**src/rtl/time_unit_mgr.sv**
```systemverilog
// -----------------------------------------------------------------------------
// time_unit_mgr
//   Host-side time base. It divides clk into time units, keeps the FPGA time
//   count, flags when FPGA time has run ahead of the host-reported time, and
//   emits periodic heartbeat (HB) words upstream on a valid/ack channel.
//
// Parameters
//   N_TM_time         width of time counts (time, HB payload, HB period)
//   N_TM_unit         width of unit_len
//
// Ports
//   clk               in   system clock
//   reset             in   synchronous, active-high reset
//   unit_len          in   clk cycles per time unit (0 behaves as 1)
//   PC_time_elapsed   in   host-reported time, in units
//   send_HB_up_every  in   HB period in units (0 disables HB)
//   reset_time        in   level: while high all time state is held at zero
//   time_unit_pulse   out  one-cycle strobe at each time-unit boundary
//   time_elapsed      out  FPGA time in units (wraps modulo 2^N_TM_time)
//   stall_dn          out  high when time_elapsed > PC_time_elapsed
//   HB_up_d           out  HB payload (time at HB generation)
//   HB_up_v           out  HB valid
//   HB_up_a           in   HB ack from upstream
//   HB_dropped        out  one-cycle strobe: a pending HB was overwritten
// -----------------------------------------------------------------------------
module time_unit_mgr #(
    parameter int N_TM_time = 48,
    parameter int N_TM_unit = 16
) (
    input  logic                 clk,
    input  logic                 reset,
    input  logic [N_TM_unit-1:0] unit_len,
    input  logic [N_TM_time-1:0] PC_time_elapsed,
    input  logic [N_TM_time-1:0] send_HB_up_every,
    input  logic                 reset_time,
    output logic                 time_unit_pulse,
    output logic [N_TM_time-1:0] time_elapsed,
    output logic                 stall_dn,
    output logic [N_TM_time-1:0] HB_up_d,
    output logic                 HB_up_v,
    input  logic                 HB_up_a,
    output logic                 HB_dropped
);

    localparam logic [N_TM_unit-1:0] UNIT_ZERO = N_TM_unit'(0);
    localparam logic [N_TM_unit-1:0] UNIT_ONE  = N_TM_unit'(1);
    localparam logic [N_TM_time-1:0] TIME_ZERO = N_TM_time'(0);
    localparam logic [N_TM_time-1:0] TIME_ONE  = N_TM_time'(1);

    // State registers
    logic [N_TM_unit-1:0] clk_ctr_r;
    logic [N_TM_time-1:0] hb_ctr_r;
    logic [N_TM_time-1:0] time_r;
    logic                 pulse_r;
    logic [N_TM_time-1:0] hb_d_r;
    logic                 hb_v_r;
    logic                 hb_drop_r;

    // Next-state / decode signals
    logic [N_TM_unit-1:0] eff_len_s;
    logic                 unit_wrap_s;
    logic                 hb_off_s;
    logic                 hb_wrap_s;
    logic                 hb_gen_s;
    logic                 hb_xfer_s;
    logic [N_TM_time-1:0] time_inc_s;
    logic [N_TM_unit-1:0] clk_ctr_nxt_s;
    logic [N_TM_time-1:0] hb_ctr_nxt_s;
    logic [N_TM_time-1:0] time_nxt_s;
    logic                 pulse_nxt_s;
    logic [N_TM_time-1:0] hb_d_nxt_s;
    logic                 hb_v_nxt_s;
    logic                 hb_drop_nxt_s;

    // Divider and heartbeat-period decode.
    // The ">=" compares (rather than "==") make a config value that shrinks
    // below the running count wrap on the next opportunity instead of running
    // away through the whole counter range.
    always_comb begin
        eff_len_s   = (unit_len == UNIT_ZERO) ? UNIT_ONE : unit_len;
        unit_wrap_s = (clk_ctr_r >= (eff_len_s - UNIT_ONE));
        hb_off_s    = (send_HB_up_every == TIME_ZERO);
        hb_wrap_s   = (hb_ctr_r >= (send_HB_up_every - TIME_ONE));
        time_inc_s  = time_r + TIME_ONE;
        hb_xfer_s   = hb_v_r & HB_up_a;
    end

    // Next-state for the time counters; reset_time freezes everything at zero.
    always_comb begin
        clk_ctr_nxt_s = clk_ctr_r;
        hb_ctr_nxt_s  = hb_ctr_r;
        time_nxt_s    = time_r;
        pulse_nxt_s   = 1'b0;
        hb_gen_s      = 1'b0;
        if (reset_time) begin
            clk_ctr_nxt_s = UNIT_ZERO;
            hb_ctr_nxt_s  = TIME_ZERO;
            time_nxt_s    = TIME_ZERO;
            pulse_nxt_s   = 1'b0;
            hb_gen_s      = 1'b0;
        end else if (unit_wrap_s) begin
            clk_ctr_nxt_s = UNIT_ZERO;
            pulse_nxt_s   = 1'b1;
            time_nxt_s    = time_inc_s;
            // HB counter only advances on unit boundaries.
            if (hb_off_s) begin
                hb_ctr_nxt_s = TIME_ZERO;
                hb_gen_s     = 1'b0;
            end else if (hb_wrap_s) begin
                hb_ctr_nxt_s = TIME_ZERO;
                hb_gen_s     = 1'b1;
            end else begin
                hb_ctr_nxt_s = hb_ctr_r + TIME_ONE;
                hb_gen_s     = 1'b0;
            end
        end else begin
            clk_ctr_nxt_s = clk_ctr_r + UNIT_ONE;
            pulse_nxt_s   = 1'b0;
            hb_gen_s      = 1'b0;
        end
    end

    // One-entry, latest-wins HB holding register.
    // A new HB replacing an unacked one is reported as a drop; a new HB in the
    // same cycle as an ack replaces a word that has just been taken, so it is
    // not a drop and valid simply stays high.
    always_comb begin
        hb_v_nxt_s    = hb_v_r;
        hb_d_nxt_s    = hb_d_r;
        hb_drop_nxt_s = 1'b0;
        if (hb_gen_s) begin
            hb_v_nxt_s    = 1'b1;
            hb_d_nxt_s    = time_inc_s;
            hb_drop_nxt_s = hb_v_r & ~HB_up_a;
        end else if (hb_xfer_s) begin
            hb_v_nxt_s    = 1'b0;
            hb_d_nxt_s    = hb_d_r;
            hb_drop_nxt_s = 1'b0;
        end else begin
            hb_v_nxt_s    = hb_v_r;
            hb_d_nxt_s    = hb_d_r;
            hb_drop_nxt_s = 1'b0;
        end
    end

    // State register with synchronous reset.
    always_ff @(posedge clk) begin
        if (reset) begin
            clk_ctr_r <= UNIT_ZERO;
            hb_ctr_r  <= TIME_ZERO;
            time_r    <= TIME_ZERO;
            pulse_r   <= 1'b0;
            hb_d_r    <= TIME_ZERO;
            hb_v_r    <= 1'b0;
            hb_drop_r <= 1'b0;
        end else begin
            clk_ctr_r <= clk_ctr_nxt_s;
            hb_ctr_r  <= hb_ctr_nxt_s;
            time_r    <= time_nxt_s;
            pulse_r   <= pulse_nxt_s;
            hb_d_r    <= hb_d_nxt_s;
            hb_v_r    <= hb_v_nxt_s;
            hb_drop_r <= hb_drop_nxt_s;
        end
    end

    assign time_unit_pulse = pulse_r;
    assign time_elapsed    = time_r;
    assign HB_up_d         = hb_d_r;
    assign HB_up_v         = hb_v_r;
    assign HB_dropped      = hb_drop_r;
    // Plain unsigned compare: after time wraps to zero the stall clears.
    assign stall_dn        = (time_r > PC_time_elapsed);

endmodule
```
**config.mk**
```make
export PLATFORM = sky130hd
export DESIGN_NAME = time_unit_mgr
export DESIGN_NICKNAME = d
export VERILOG_FILES = /design/src/rtl/time_unit_mgr.sv
export SDC_FILE = /design/constraint.sdc
export NUM_CORES = 1
export LEC_CHECK = 0
export BUFFER_PORTS_ARGS = -buffer_cell sky130_fd_sc_hd__buf_2
export CORE_UTILIZATION = 30
export DETAILED_ROUTE_END_ITERATION = 7
export HOLD_SLACK_MARGIN = 0.02
export PLACE_DENSITY_LB_ADDON = 0.25
export RECOVER_POWER = 100
export SYNTH_ARGS = -nofsm -noshare
export SYNTH_HDL_FRONTEND = slang
export SYNTH_SLANG_ARGS = --single-unit
```
**constraint.sdc**
```tcl
create_clock -name clk -period 11.88 [get_ports clk]
set_input_delay 1.188 -clock clk [delete_from_list [all_inputs] [get_ports clk]]
set_output_delay 1.188 -clock clk [all_outputs]
set_load 0.03 [all_outputs]
```
==> impl_metrics.csv, run 1 <==
group,metric,value,unit
status,violations,"max-capacitance violations, max-slew violations",
route,wl,33100,microns
setup_path,r2r_slack,6.19,ns
place,portBuffers,215,
global_route,grt_max_degree,73,
die,ios,216,
cts,hold_buffers,0,
global_route,antenna_found_initial,0,
setup_path,arrival,8.64,ns
cts,cts_buffers,17,
logic_synthesis,synthTopCellsByArea,"dfxtp_1 (29%), ha_1 (13%), xnor2_1 (6.6%), nor2_1 (5.9%), xor2_1 (5.2%)",
logic_synthesis,ys_seq_area_share,29.07,%
global_route,grt_pass1_wl,52580,microns
setup_path,path_class,"in2reg",
logic_synthesis,yosysUniqueCellTypes,61,
cells_and_area,num-fill-cells,3841,
die,core_area,0.03670,sq mm
cts,cts_resized,0,
global_route,use_met2,29.64,%
cells_and_area,seqCellArea,0.003263,sq mm
global_route,grt_overflow_total,0,
timing,fin_skew,0.01164,ns
run,cap_viol_max_count,3,
route,viasPerCell,5.058,
setup_path,worstReg2RegEnd,"hb_ctr_r[26]$_SDFFE_PP0P_",
logic_synthesis,synth_cells,1402,
timing,drv_slew,155,
power,power_density,92.21,mW/mm^2
place,dpl.hpwl,25040,microns
cts,insertion_delay,0.44,ns
worst_hold_path,holdPathStages,1,
cells_and_area,antennaDiodeCount,0,
cells_and_area,fin_nets,1827,
global_route,track_usage,17.36,%
logic_synthesis,syn-num-nets,1636,
logic_synthesis,yosysWarningCount,0,
cts,clkTransAtPathRegs,0.06,ns
logic_synthesis,synth_area,0.01122,sq mm
global_route,grt_pass1_vias,9894,
cts,cts_tree,"done",
cts,postCtsSetupRepairBufs,0,
power,vdd_drop_max,0.1029,mV
global_route,grt_use_met1,22.07,%
place,place_area,0.01274,sq mm
die,die-area,0.03819,sq mm
route,via_count,10490,
cts,cts_root_buffer,"clkbuf_16",
logic_synthesis,synth_edf_count,0,
timing,setup_viol_count_final,0,
setup_path,cp-end-kind,"flip-flop",
route,drt_first_iter_violations,474,
die,die_w,195.4,microns
setup_path,crit_required,12.22,ns
setup_path,worstSetupStartpointType,"input port",
logic_synthesis,avgSynthCellArea,8.005,sq um
setup_path,cp_max_fo,68,
logic_synthesis,synth_common_cells,"nor2_1 (175), dfxtp_1 (163), ha_1 (118)",
setup_path,reg2reg_from,"clk_ctr_r[0]$_SDFF_PP0_",
global_route,met3_usage,3.247,%
cts,clockBufferDepth,2,
place,gp_congestion,0.8098,
timing,rsz0062_at_grt,"false",
timing,hold_violations,0,
die,start_util,30.58,%
logic_synthesis,synth-async-reset-ratio,0,%
logic_synthesis,yosysTopAreaCellShare,29.07,%
worst_hold_path,hp-class,"reg2reg",
cells_and_area,drive_above_1_share,10.28,%
logic_synthesis,synth_flop_cell,"dfxtp_1",
timing,fin_setup_tns,0,ns
die,fp-row-count,70,
logic_synthesis,yosys_register_bits,163,
global_route,top_usage_layer,"met2",
worst_hold_path,min_to,"clk_ctr_r[0]$_SDFF_PP0_",
cells_and_area,syn_to_final_growth,17.46,%
setup_path,reg2reg_depth,12,
route,first_pass_iters,5,
worst_hold_path,min_from,"clk_ctr_r[0]$_SDFF_PP0_",
timing,tightest_slew,2.931,ns
cells_and_area,multi_input_area,0.007481,sq mm
route,ant_nets,0,
status,status,"finished, violations left",
route,wl_per_cell,15.96,microns
cts,cts.sinks,163,
die,fp.dieH,195.4,microns
cells_and_area,final_area,0.01318,sq mm
power,leakagePower,5.153,nW
timing,period_needed,8.295,ns
cts,htree_num_levels,4,
timing,slew-limit-headroom,-95.42,%
route,route.detailed.drc,0,
logic_synthesis,synth.most_common_cell,"nor2_1",
timing,clock.fmax,120.6,MHz
logic_synthesis,yosysTopAreaCell,"dfxtp_1",
timing,finalCritPeriodShare,69.82,%
-- registers in the layout (all words and copies together), names as in the netlist --
name	cells
HB_dropped	1
HB_up_d	48
HB_up_v	1
clk_ctr_r	16
hb_ctr_r	48
time_elapsed	48
time_unit_pulse	1
-- worst max-delay path, cell delays in order --
cell and delay, ns:
buf_2 0.11, nor4_1 0.43, nand3b_1 0.23, nor4_1 0.60, nor2_1 0.15, ha_1 0.24
nor3b_1 0.16, nand2_1 0.10, nor3_1 0.09, nand2_1 0.09, nor4_1 0.05, xnor2_1 0.13
ha_1 0.29, nand4_1 0.16, nor3_1 0.20, a2111o_1 0.20, a41oi_4 0.04, clkbuf_1 0.76
a31o_2 0.55, nor4_1 0.32, clkbuf_1 1.90, o21ai_0 0.35, a31oi_1 0.27
-- metrics by stage --
stage	utilization (%)	std cells	power (mW)	setup slack (ns)	hold slack, ns
floorplan	-	1402	0.6042	6.195	0.4372
global placement	34.72	2042	0.6441	5.068	0.4619
detailed placement	34.72	2042	0.6458	4.829	0.4729
CTS	36.36	2073	1.233	5.272	0.4869
global route	35.92	2073	1.258	2.666	0.5013
finish	35.92	2073	1.216	3.585	0.4796
-- how the worst max path moves through the flow --
| stage | cells past startpoint | end | from | slack [ns] |
|---|---|---|---|---|
| floorplan | 19 | HB_up_d[31]$_SDFFE_PP0P_ | send_HB_up_every[9] | 6.20 |
| global placement | 18 | HB_up_d[11]$_SDFFE_PP0P_ | send_HB_up_every[9] | 5.07 |
| detailed placement | 19 | HB_up_d[6]$_SDFFE_PP0P_ | send_HB_up_every[16] | 4.83 |
| CTS | 19 | HB_up_d[22]$_SDFFE_PP0P_ | send_HB_up_every[16] | 5.27 |
| global route | 23 | hb_ctr_r[26]$_SDFFE_PP0P_ | unit_len[0] | 2.67 |
| finish | 23 | hb_ctr_r[26]$_SDFFE_PP0P_ | unit_len[1] | 3.59 |
-- final cells by class --
cell class,instances,share of cell area [%]
Clock buffer,22,3.597
Clock inverter,9,0.9776
Inverter,68,1.936
Multi-Input combinational cell,1120,56.75
Sequential cell,163,24.75
Tap cell,468,4.442
Timing Repair Buffer,223,7.546
-- kinds of logic after synthesis --
logic type      after synthesis  share of synthesized area, %
fa+ha+maj                   118                         13.15
mux                          27                         2.419
buf+inv                     119                         4.437
xor+xnor                    150                         11.71
compound gates              249                         13.63
flops                       163                         29.07
simple gates                576                         25.57
-- per-layer routing --
layer	routed length, microns	share of wire (%)
met5	0	0
met4	476	1.4
met3	1438	4.3
met2	15830	48
met1	15350	46
-- where the power goes --
group | switching [mW] | internal [mW] | leakage (nW)
combinational | 0.0500 | 0.0362 | 3.55
sequential | 0.000419 | 0.547 | 1.31
clock | 0.237 | 0.346 | 0.292
-- cell usage in the layout, fill, tap and decap left out, types with 30 or more instances in the layout --
cell type	n
xor2_1	66
inv_1	68
a21oi_1	87
dfxtp_1	163
nor3_1	50
xnor2_1	84
o21ai_0	48
nand2_1	105
clkbuf_1	107
ha_1	118
and3_1	30
a31oi_1	35
nor2_1	175
nand4_1	48
nand3_1	58
buf_2	114
Note: power is estimated with default switching activity, not from simulation.
==> run 2: changes to the inputs <==
==> constraint.sdc (replaced) <==
create_clock -name clk -period 7.02 [get_ports clk]
set_input_delay 0.702 -clock clk [delete_from_list [all_inputs] [get_ports clk]]
set_output_delay 0.702 -clock clk [all_outputs]
set_load 0.03 [all_outputs]
==> impl_metrics.csv, run 2 (synthesis results as in run 1) <==
group,metric,value,unit
status,status,"finished, violations left",
status,violations,"max-capacitance violations, max-slew violations",
setup_path,arrival,6.36,ns
timing,drv_slew,85,
timing,period_needed,6.078,ns
timing,fin_setup_tns,0,ns
route,wl_per_cell,15.84,microns
place,gp_congestion,0.8186,
timing,hold_violations,0,
worst_hold_path,hp-class,"reg2reg",
setup_path,max_stage_delay,1.26,ns
timing,clock.fmax,164.5,MHz
global_route,track_usage,17.11,%
timing,tightest_slew,1.776,ns
cells_and_area,antennaDiodeCount,0,
setup_path,cp_slowest_cell,"clkbuf_1",
setup_path,cp_max_fo,38,
cts,clockBufferDepth,2,
route,via_count,10510,
die,fp-row-count,70,
cells_and_area,final_cell_mix,"nor2_1 (175), dfxtp_1 (163), ha_1 (118), buf_2 (113), clkbuf_1 (108)",
cells_and_area,drive_above_1_share,10.34,%
timing,slew-limit-headroom,-18.37,%
run,cap_viol_max_count,2,
route,wl,32850,microns
die,die_w,195.4,microns
setup_path,cpLargestDelayFamily,"simple AND/OR/NAND/NOR gates",
setup_path,cp-end-kind,"flip-flop",
setup_path,crit_buf_inv,2,
cts,insertion_delay,0.43,ns
cells_and_area,fin_nets,1828,
cts,postCtsSetupRepairBufs,0,
route,drt_first_iter_violations,469,
power,vdd_drop_max,0.1531,mV
global_route,grt_pass1_wl,52020,microns
cts,htree_num_levels,4,
global_route,grt_overflow_total,0,
global_route,antenna_found_initial,1,
place,place_area,0.01277,sq mm
place,dpl.hpwl,25140,microns
global_route,grt_max_degree,62,
power,leakagePower,5.141,nW
cells_and_area,multi_input_area,0.007493,sq mm
cts,cts_resized,0,
die,die-area,0.03819,sq mm
power,power_density,150.2,mW/mm^2
cts,cts_tree,"done",
timing,setup_viol_count_final,0,
cts,hold_buffers,0,
route,viasPerCell,5.068,
cells_and_area,syn_to_final_growth,17.49,%
timing,rsz0062_at_grt,"false",
route,dr_wl_met2,15360,microns
setup_path,crit_required,7.30,ns
route,routed.top_layer,"met5",
die,core_area,0.03670,sq mm
route,wl_met1,15280,microns
route,ant_nets,0,
setup_path,crit_chain,"clkbuf_1 -> nor4_1 -> nand3b_1 -> nor4_1 -> nor2_1 -> ha_1 -> nor3b_1 -> nand2_1 -> nor3_1 -> nand2_1 -> nor4_1 -> xnor2_1 -> ha_1 -> nand4_1 -> nor3_1 -> a2111o_1 -> a41oi_4 -> clkbuf_1 -> nor3_1 -> nand4_1 -> xor2_1 -> nor2_1",
setup_path,worstSetupStartpointType,"input port",
setup_path,path_class,"in2reg",
cells_and_area,num-fill-cells,3852,
die,ios,216,
route,wl_met3,1586,microns
cts,cts.sinks,163,
place,portBuffers,215,
cts,clkTransAtPathRegs,0.07,ns
cts,cts_root_buffer,"clkbuf_16",
global_route,grt_pass1_vias,9864,
timing,finalCritPeriodShare,86.58,%
cts,cts_buffers,17,
cells_and_area,final_area,0.01319,sq mm
cells_and_area,final_common_cell,"nor2_1",
die,fp.dieH,195.4,microns
route,first_pass_iters,6,
die,start_util,30.58,%
timing,fin_skew,0.01224,ns
cells_and_area,seqCellArea,0.003263,sq mm
route,route.detailed.drc,0,
## run 2: worst reg2reg max path, delay by kind of cell, from the launching register on
| family | cells | cell delay, ns |
|---|---|---|
| simple gates | 3 | 0.60 |
| buf+inv | 1 | 1.26 |
| fa+ha+maj | 1 | 0.33 |
| compound gates | 4 | 0.97 |
| xor+xnor | 1 | 0.16 |
| flops | 1 | 0.35 |
## run 2: report_power, final
part           internal, mW  switching (mW)  leakage [nW]  total [mW]
sequential            0.925        0.000649          1.31       0.926
combinational        0.0609          0.0852          3.56       0.146
clock                 0.509           0.400         0.270       0.909
## run 2: routing by layer
| layer | track usage [%] | vias to the layer above |
|---|---|---|
| li1 | - | 5373 |
| met1 | 21.69 | 4893 |
| met2 | 28.77 | 214 |
| met3 | 3.921 | 30 |
| met4 | 4.987 | 2 |
| met5 | 0 | - |
## run 2: metrics by stage
step	power, mW	std cells	hold WS, ns	utilization, %	worst slack, ns
floorplan	1.022	1402	0.4372	-	1.821
global placement	1.091	2043	0.4584	34.80	1.045
detailed placement	1.094	2043	0.4640	34.80	0.7599
CTS	2.015	2074	0.4870	36.34	1.232
global route	2.066	2074	0.5083	35.93	0.4348
finish	1.981	2074	0.4777	35.93	0.9424
## run 2: path summary, 6_finish.rpt
path | startpoint | endpoint | slack (ns) | cells past startpoint
max | unit_len[0] | time_elapsed[45]$_SDFFE_PP0P_ | 0.94 | 22
min | hb_ctr_r[47]$_SDFFE_PP0P_ | hb_ctr_r[47]$_SDFFE_PP0P_ | 0.48 | 1
max reg2reg | clk_ctr_r[11]$_SDFF_PP0_ | time_elapsed[45]$_SDFFE_PP0P_ | 3.20 | 10
min reg2reg | hb_ctr_r[47]$_SDFFE_PP0P_ | hb_ctr_r[47]$_SDFFE_PP0P_ | 0.48 | 1
## run 2: final cells by class
class,instances,share of cell area (%)
multi-input combinational,1120,56.83
sequential,163,24.75
timing repair buffer,224,7.781
tap,468,4.441
clock buffer,21,3.492
inverter,68,1.936
clock inverter,10,0.7781
